[src/rtl/filtr_sched_pkg.sv]
// Shared definitions for the filtr_a sequencer: pass timing defaults,
// scheduler state encoding and the channel index width.
package filtr_sched_pkg;

  localparam int FILT_CYC_DEF = 6;
  localparam int DONE_TMO_DEF = 2;
  localparam int CH_W         = 3;

  typedef enum logic [1:0] {
    ST_IDLE = 2'd0,
    ST_TRIG = 2'd1,
    ST_WAIT = 2'd2,
    ST_CAPT = 2'd3
  } sched_state_t;

endpackage

[src/rtl/filtr_sched_rr_pick.sv]
// Combinational round-robin picker: grants the first requester strictly after
// ptr, wrapping N-1 -> 0, so ptr itself is considered last.
import filtr_sched_pkg::*;

module rr_pick #(
  parameter int N  = 2,
  parameter int IW = CH_W
) (
  input  logic [N-1:0]  req,
  input  logic [IW-1:0] ptr,
  output logic [N-1:0]  gnt,
  output logic [IW-1:0] gnt_idx,
  output logic          any
);

  // Walk offsets from farthest to nearest so the nearest requester after ptr
  // is the last one written and therefore wins.
  always_comb begin
    gnt     = '0;
    gnt_idx = '0;
    any     = 1'b0;
    for (int off = N; off >= 1; off--) begin
      for (int c = 0; c < N; c++) begin
        if ((c == ((int'(ptr) + off) % N)) && req[c]) begin
          gnt     = '0;
          gnt[c]  = 1'b1;
          gnt_idx = IW'(c);
          any     = 1'b1;
        end
      end
    end
  end

endmodule

[src/rtl/filtr_sched.sv]
// Round-robin sequencer driving NCH filtr_a instances: buffers one sample per
// channel, runs one filter pass at a time and merges results onto one stream.
import filtr_sched_pkg::*;

module filtr_sched #(
  parameter int NCH       = 2,
  parameter int DATA_SIZE = 24,
  parameter int FILT_CYC  = FILT_CYC_DEF,
  parameter int DONE_TMO  = DONE_TMO_DEF
) (
  input  logic                     clk,
  input  logic                     reset_n,
  input  logic                     en,
  input  logic [NCH-1:0]           in_valid,
  input  logic [NCH*DATA_SIZE-1:0] in_data,
  output logic [NCH-1:0]           flt_trig,
  output logic [NCH*DATA_SIZE-1:0] flt_data_in,
  input  logic [NCH-1:0]           flt_done,
  input  logic [NCH*DATA_SIZE-1:0] flt_data_out,
  output logic                     out_valid,
  output logic [CH_W-1:0]          out_ch,
  output logic [DATA_SIZE-1:0]     out_data,
  output logic [NCH-1:0]           overrun,
  output logic [NCH-1:0]           done_err,
  input  logic                     clr_flags,
  output logic                     busy
);

  localparam int CNT_W = $clog2(FILT_CYC + 1) + 1;

  sched_state_t         state;
  logic [NCH-1:0]       pend;
  logic [DATA_SIZE-1:0] pend_reg [NCH];
  logic [DATA_SIZE-1:0] hold     [NCH];
  logic [CH_W-1:0]      rr_ptr;
  logic [CH_W-1:0]      cur;
  logic [NCH-1:0]       cur_oh;
  logic [CNT_W-1:0]     cnt;
  logic                 done_seen;

  logic [NCH-1:0]       gnt;
  logic [CH_W-1:0]      gnt_idx;
  logic                 any_pend;
  logic                 take;
  logic [NCH-1:0]       take_vec;
  logic [NCH-1:0]       ovr_set;
  logic                 derr_set;
  logic                 cur_done;
  logic [DATA_SIZE-1:0] cur_data;

  rr_pick #(.N(NCH), .IW(CH_W)) u_pick (
    .req     (pend),
    .ptr     (rr_ptr),
    .gnt     (gnt),
    .gnt_idx (gnt_idx),
    .any     (any_pend)
  );

  // A sample arriving in the same cycle its slot is consumed refills the slot
  // instead of counting as an overrun.
  always_comb begin
    take     = (state == ST_IDLE) && en && any_pend;
    take_vec = take ? gnt : '0;
    ovr_set  = in_valid & pend & ~take_vec;
    cur_done = |(flt_done & cur_oh);
    cur_data = '0;
    for (int c = 0; c < NCH; c++) begin
      if (cur_oh[c]) cur_data = flt_data_out[c*DATA_SIZE +: DATA_SIZE];
    end
    derr_set = (state == ST_WAIT) && (cnt == CNT_W'(DONE_TMO - 1)) &&
               !done_seen && !cur_done;
  end

  always_ff @(posedge clk or negedge reset_n) begin
    if (!reset_n) begin
      pend    <= '0;
      overrun <= '0;
      for (int c = 0; c < NCH; c++) begin
        pend_reg[c] <= '0;
        hold[c]     <= '0;
      end
    end else begin
      overrun <= (overrun & ~{NCH{clr_flags}}) | ovr_set;
      for (int c = 0; c < NCH; c++) begin
        if (take_vec[c]) begin
          hold[c] <= pend_reg[c];
          pend[c] <= in_valid[c];
          if (in_valid[c]) pend_reg[c] <= in_data[c*DATA_SIZE +: DATA_SIZE];
        end else if (in_valid[c] && !pend[c]) begin
          pend_reg[c] <= in_data[c*DATA_SIZE +: DATA_SIZE];
          pend[c]     <= 1'b1;
        end
      end
    end
  end

  for (genvar g = 0; g < NCH; g++) begin : g_hold
    assign flt_data_in[g*DATA_SIZE +: DATA_SIZE] = hold[g];
  end

  // Pass sequencing: the counter starts in the first WAIT cycle, so leaving
  // at FILT_CYC-2 puts out_valid exactly FILT_CYC cycles after the trigger.
  always_ff @(posedge clk or negedge reset_n) begin
    if (!reset_n) begin
      state     <= ST_IDLE;
      flt_trig  <= '0;
      busy      <= 1'b0;
      out_valid <= 1'b0;
      out_ch    <= '0;
      out_data  <= '0;
      cur       <= '0;
      cur_oh    <= '0;
      rr_ptr    <= CH_W'(NCH - 1);
      cnt       <= '0;
      done_seen <= 1'b0;
      done_err  <= '0;
    end else begin
      flt_trig  <= '0;
      out_valid <= 1'b0;
      done_err  <= (done_err & ~{NCH{clr_flags}}) | (derr_set ? cur_oh : '0);
      case (state)
        ST_IDLE: begin
          if (take) begin
            state     <= ST_TRIG;
            flt_trig  <= gnt;
            cur       <= gnt_idx;
            cur_oh    <= gnt;
            cnt       <= '0;
            busy      <= 1'b1;
            done_seen <= 1'b0;
          end
        end
        ST_TRIG: begin
          state     <= ST_WAIT;
          cnt       <= '0;
          done_seen <= cur_done;
        end
        ST_WAIT: begin
          cnt <= cnt + 1'b1;
          if (cur_done) done_seen <= 1'b1;
          if (cnt == CNT_W'(FILT_CYC - 2)) begin
            state     <= ST_CAPT;
            out_valid <= 1'b1;
            out_ch    <= cur;
            out_data  <= cur_data;
          end
        end
        ST_CAPT: begin
          rr_ptr <= cur;
          busy   <= 1'b0;
          state  <= ST_IDLE;
        end
        default: state <= ST_IDLE;
      endcase
    end
  end

endmodule

[config.mk]
export PLATFORM = sky130hd
export DESIGN_NAME = filtr_sched
export DESIGN_NICKNAME = d
export VERILOG_FILES = /design/src/rtl/filtr_sched_pkg.sv /design/src/rtl/filtr_sched_rr_pick.sv /design/src/rtl/filtr_sched.sv
export SDC_FILE = /design/constraint.sdc
export NUM_CORES = 1
export LEC_CHECK = 0
export BUFFER_PORTS_ARGS = -buffer_cell sky130_fd_sc_hd__buf_4
export CAP_MARGIN = 20
export CELL_PAD_IN_SITES_DETAIL_PLACEMENT = 1
export CELL_PAD_IN_SITES_GLOBAL_PLACEMENT = 1
export CORE_MARGIN = 2
export CORE_UTILIZATION = 40
export CTS_BUF_LIST = sky130_fd_sc_hd__clkbuf_16
export DETAILED_ROUTE_END_ITERATION = 8
export MAX_ROUTING_LAYER = met4
export PLACE_DENSITY_LB_ADDON = 0.1
export SETUP_SLACK_MARGIN = 0.3
export SYNTH_ARGS = -nofsm -noshare
export SYNTH_HDL_FRONTEND = slang
export SYNTH_HIERARCHICAL = 1
export SYNTH_SLANG_ARGS = --single-unit
[constraint.sdc]
create_clock -name clk -period 1.95 [get_ports clk]
set_input_delay 0.39 -clock clk [delete_from_list [all_inputs] [get_ports clk]]
set_output_delay 0.39 -clock clk [all_outputs]
set_load 0.05 [all_outputs]
==> metrics.md <==
| Metric | Value |
|---|---|
| Wire per inst | `19.2 um` |
| Routed wl met3 | `1.08 mm` |
| Register area | `3650 um^2` |
| Clk slew on worst S/H paths | `0.06 ns` |
| Final period util | `0.934` |
| Period minus WS final | `1.82 ns` |
| Die area | `16100 um^2` |
| Vias | `4062` |
| Layout area overhead | `41.4%` |
| CP max FO | `6` |
| Clock latency on the worst-skew pair | `0.42 ns` |
| Total CTS buffers | `17` |
| Wire length on met2 | `7.87 mm` |
| Setup ws final | `0.129 ns` |
| FF-to-FF End | `pend_reg[37]$_DFFE_PN0P_` |
| Bufs and invs on worst path | `3` |
| Detailed Route Iter0 Violations | `146` |
| 1st-pass router iterations | `4` |
| H-tree depth | `4` |
| Syn_area_per_cell | `14.5 um^2` |
| Area of the multi-input gates | `2210 um^2` |
| Die Span Y | `127 um` |
| Synth Instances | `417` |
| Reg-to-reg slack, setup | `0.13 ns` |
| DR vias/cell | `4.97` |
| Slowest stage delay, CP | `0.56 ns` |
| Critical Path RT | `2.26 ns` |
| Final setup viols | `0` |
| Overflow after GRT | `0` |
| HP Class | `input pin to flip-flop` |
| Most common cell after layout, fill and taps aside | `buf_4` |
| Buffers on Ports | `186` |
| Levels on crit path | `7` |
| YS warnings | `6` |
| Max Clk Rate | `549 MHz` |
| Status | `finished, final reports clean` |
| Place WS | `0.148 ns` |
| Worst-path cell chain | `inv_2, a21boi_2, nand4_2, a21boi_4, buf_12, clkbuf_16, mux2_4` |
| Share of cells above drive strength 1 | `0.565` |
| Crit Path Class | `flip-flop to flip-flop` |
| Clock Sinks | `146` |
| Nets | `732` |
| Max VDD drop | `950 uV` |
| P per Cell Area | `1870 nW/um^2` |
| Fill count | `1449` |
| CP max-delay cell | `dfstp_2` |
| Setup crit end | `pend_reg[37]$_DFFE_PN0P_` |
| Most frequent cells in the layout | `196 x buf_4, 145 x dfrtp_1, 60 x mux2_2, 44 x mux2_4, 33 x o21ai_0` |
| Global placer's final weighted congestion | `0.772` |
| Initial cell density of the core | `0.412` |
| Top Metal Used | `met4` |
| ANT nets after route | `0` |
| Type of origin of the critical path | `flip-flop` |
| RSZ-0062 raised after global routing | `true` |
| Core area | `14600 um^2` |
| Clk_skew | `0.00848 ns` |
| Diode count | `0` |
| Routed WL | `15.7 mm` |
| HPWL Detailed | `10.3 mm` |
| CTS root buffer | `clkbuf_16` |
| Worst EP arrival | `2.13 ns` |
| First-pass GRT wire length | `24.4 mm` |
| CTS Buffer Depth | `2` |
| R2R Path Start | `rr_ptr[0]$_DFFE_PN1P_` |
| DRC | `0` |
| Max Cap Violations | `0` |
| Std cell rows | `44` |
| Die Wd | `127 um` |
| Cell depth of the worst flop-to-flop path | `7` |
| Antenna violations before repair | `0` |
| Final hold violation count | `0` |
| Setup Total Neg Slack | `0 ns` |
| Largest net degree at the start of global routing | `50` |
| Largest register FFs | `50` |
| Crit path from | `rr_ptr[0]$_DFFE_PN1P_` |
| Netlist Area Pre-Place | `6040 um^2` |
| Ports | `187` |
| Setup crit end kind | `flip-flop` |
| Slew Viols, Final | `0` |
| Crit-path leading delay family | `flip-flops` |
| CTS tree | `yes` |
| Vias in the first global route | `4538` |
| Metal-1 WL | `6.53 mm` |
| Leakage | `4.12 nW` |
| Global Route Usage Sum | `0.203` |
## power breakdown
part           switching, mW  internal, mW  leakage [nW]
logic                   4.29          3.09          2.11
clock network           1.27          2.13         0.301
registers              0.787          4.38          1.71
total                   6.35          9.60          4.12
## metal layers
layer	vias up	track usage
li1	1877	-
met1	2033	0.240
met2	135	0.333
met3	17	0.0679
met4	0	0.0614
met5	-	-
## worst min-delay path by stage
stage	start	endpoint	slack (ns)	cells after the start
after floorplan	reset_n	busy$_DFFE_PN0P_	0.09	0
after global placement	reset_n	flt_data_in[1]$_DFFE_PN0N_	0.32	1
after detailed placement	reset_n	flt_data_in[8]$_DFFE_PN0N_	0.33	1
after CTS	in_valid[1]	pend[1]$_DFFE_PN0P_	0.16	2
after global routing	in_valid[1]	pend[1]$_DFFE_PN0P_	0.17	2
final	in_valid[1]	pend[1]$_DFFE_PN0P_	0.17	2
## per-stage QoR
stage / instances / instance area, um^2 / hold slack (ns) / util / power (mW)
final: 818 / 8540 / 0.173 / 0.583 / 16.0
after global routing: 818 / 8540 / 0.169 / 0.583 / 16.8
after global placement: 776 / 7680 / 0.320 / 0.524 / 12.0
after floorplan: 418 / 6060 / 0.0944 / - / 10.1
after CTS: 814 / 8420 / 0.156 / 0.575 / 15.9
after detailed placement: 776 / 7680 / 0.326 / 0.524 / 12.2
## area by class of cell
type                       instances  area share
clock buffer                      17      0.0498
clock inverter                    15      0.0226
inverter                          13     0.00572
multi-input combinational        232       0.259
sequential                       146       0.428
tap                              184      0.0270
timing repair buffer             211       0.208
## repair_timing
item	CTS	global route
endpoints found under the hold margin	35	0
cloned	2	3
gates resized for setup	6	12
pin swaps	1	3
hold buffers	1	0
buffers inserted	3	1
endpoints found under the setup margin	96	101
(Power assumes the default switching activity.)
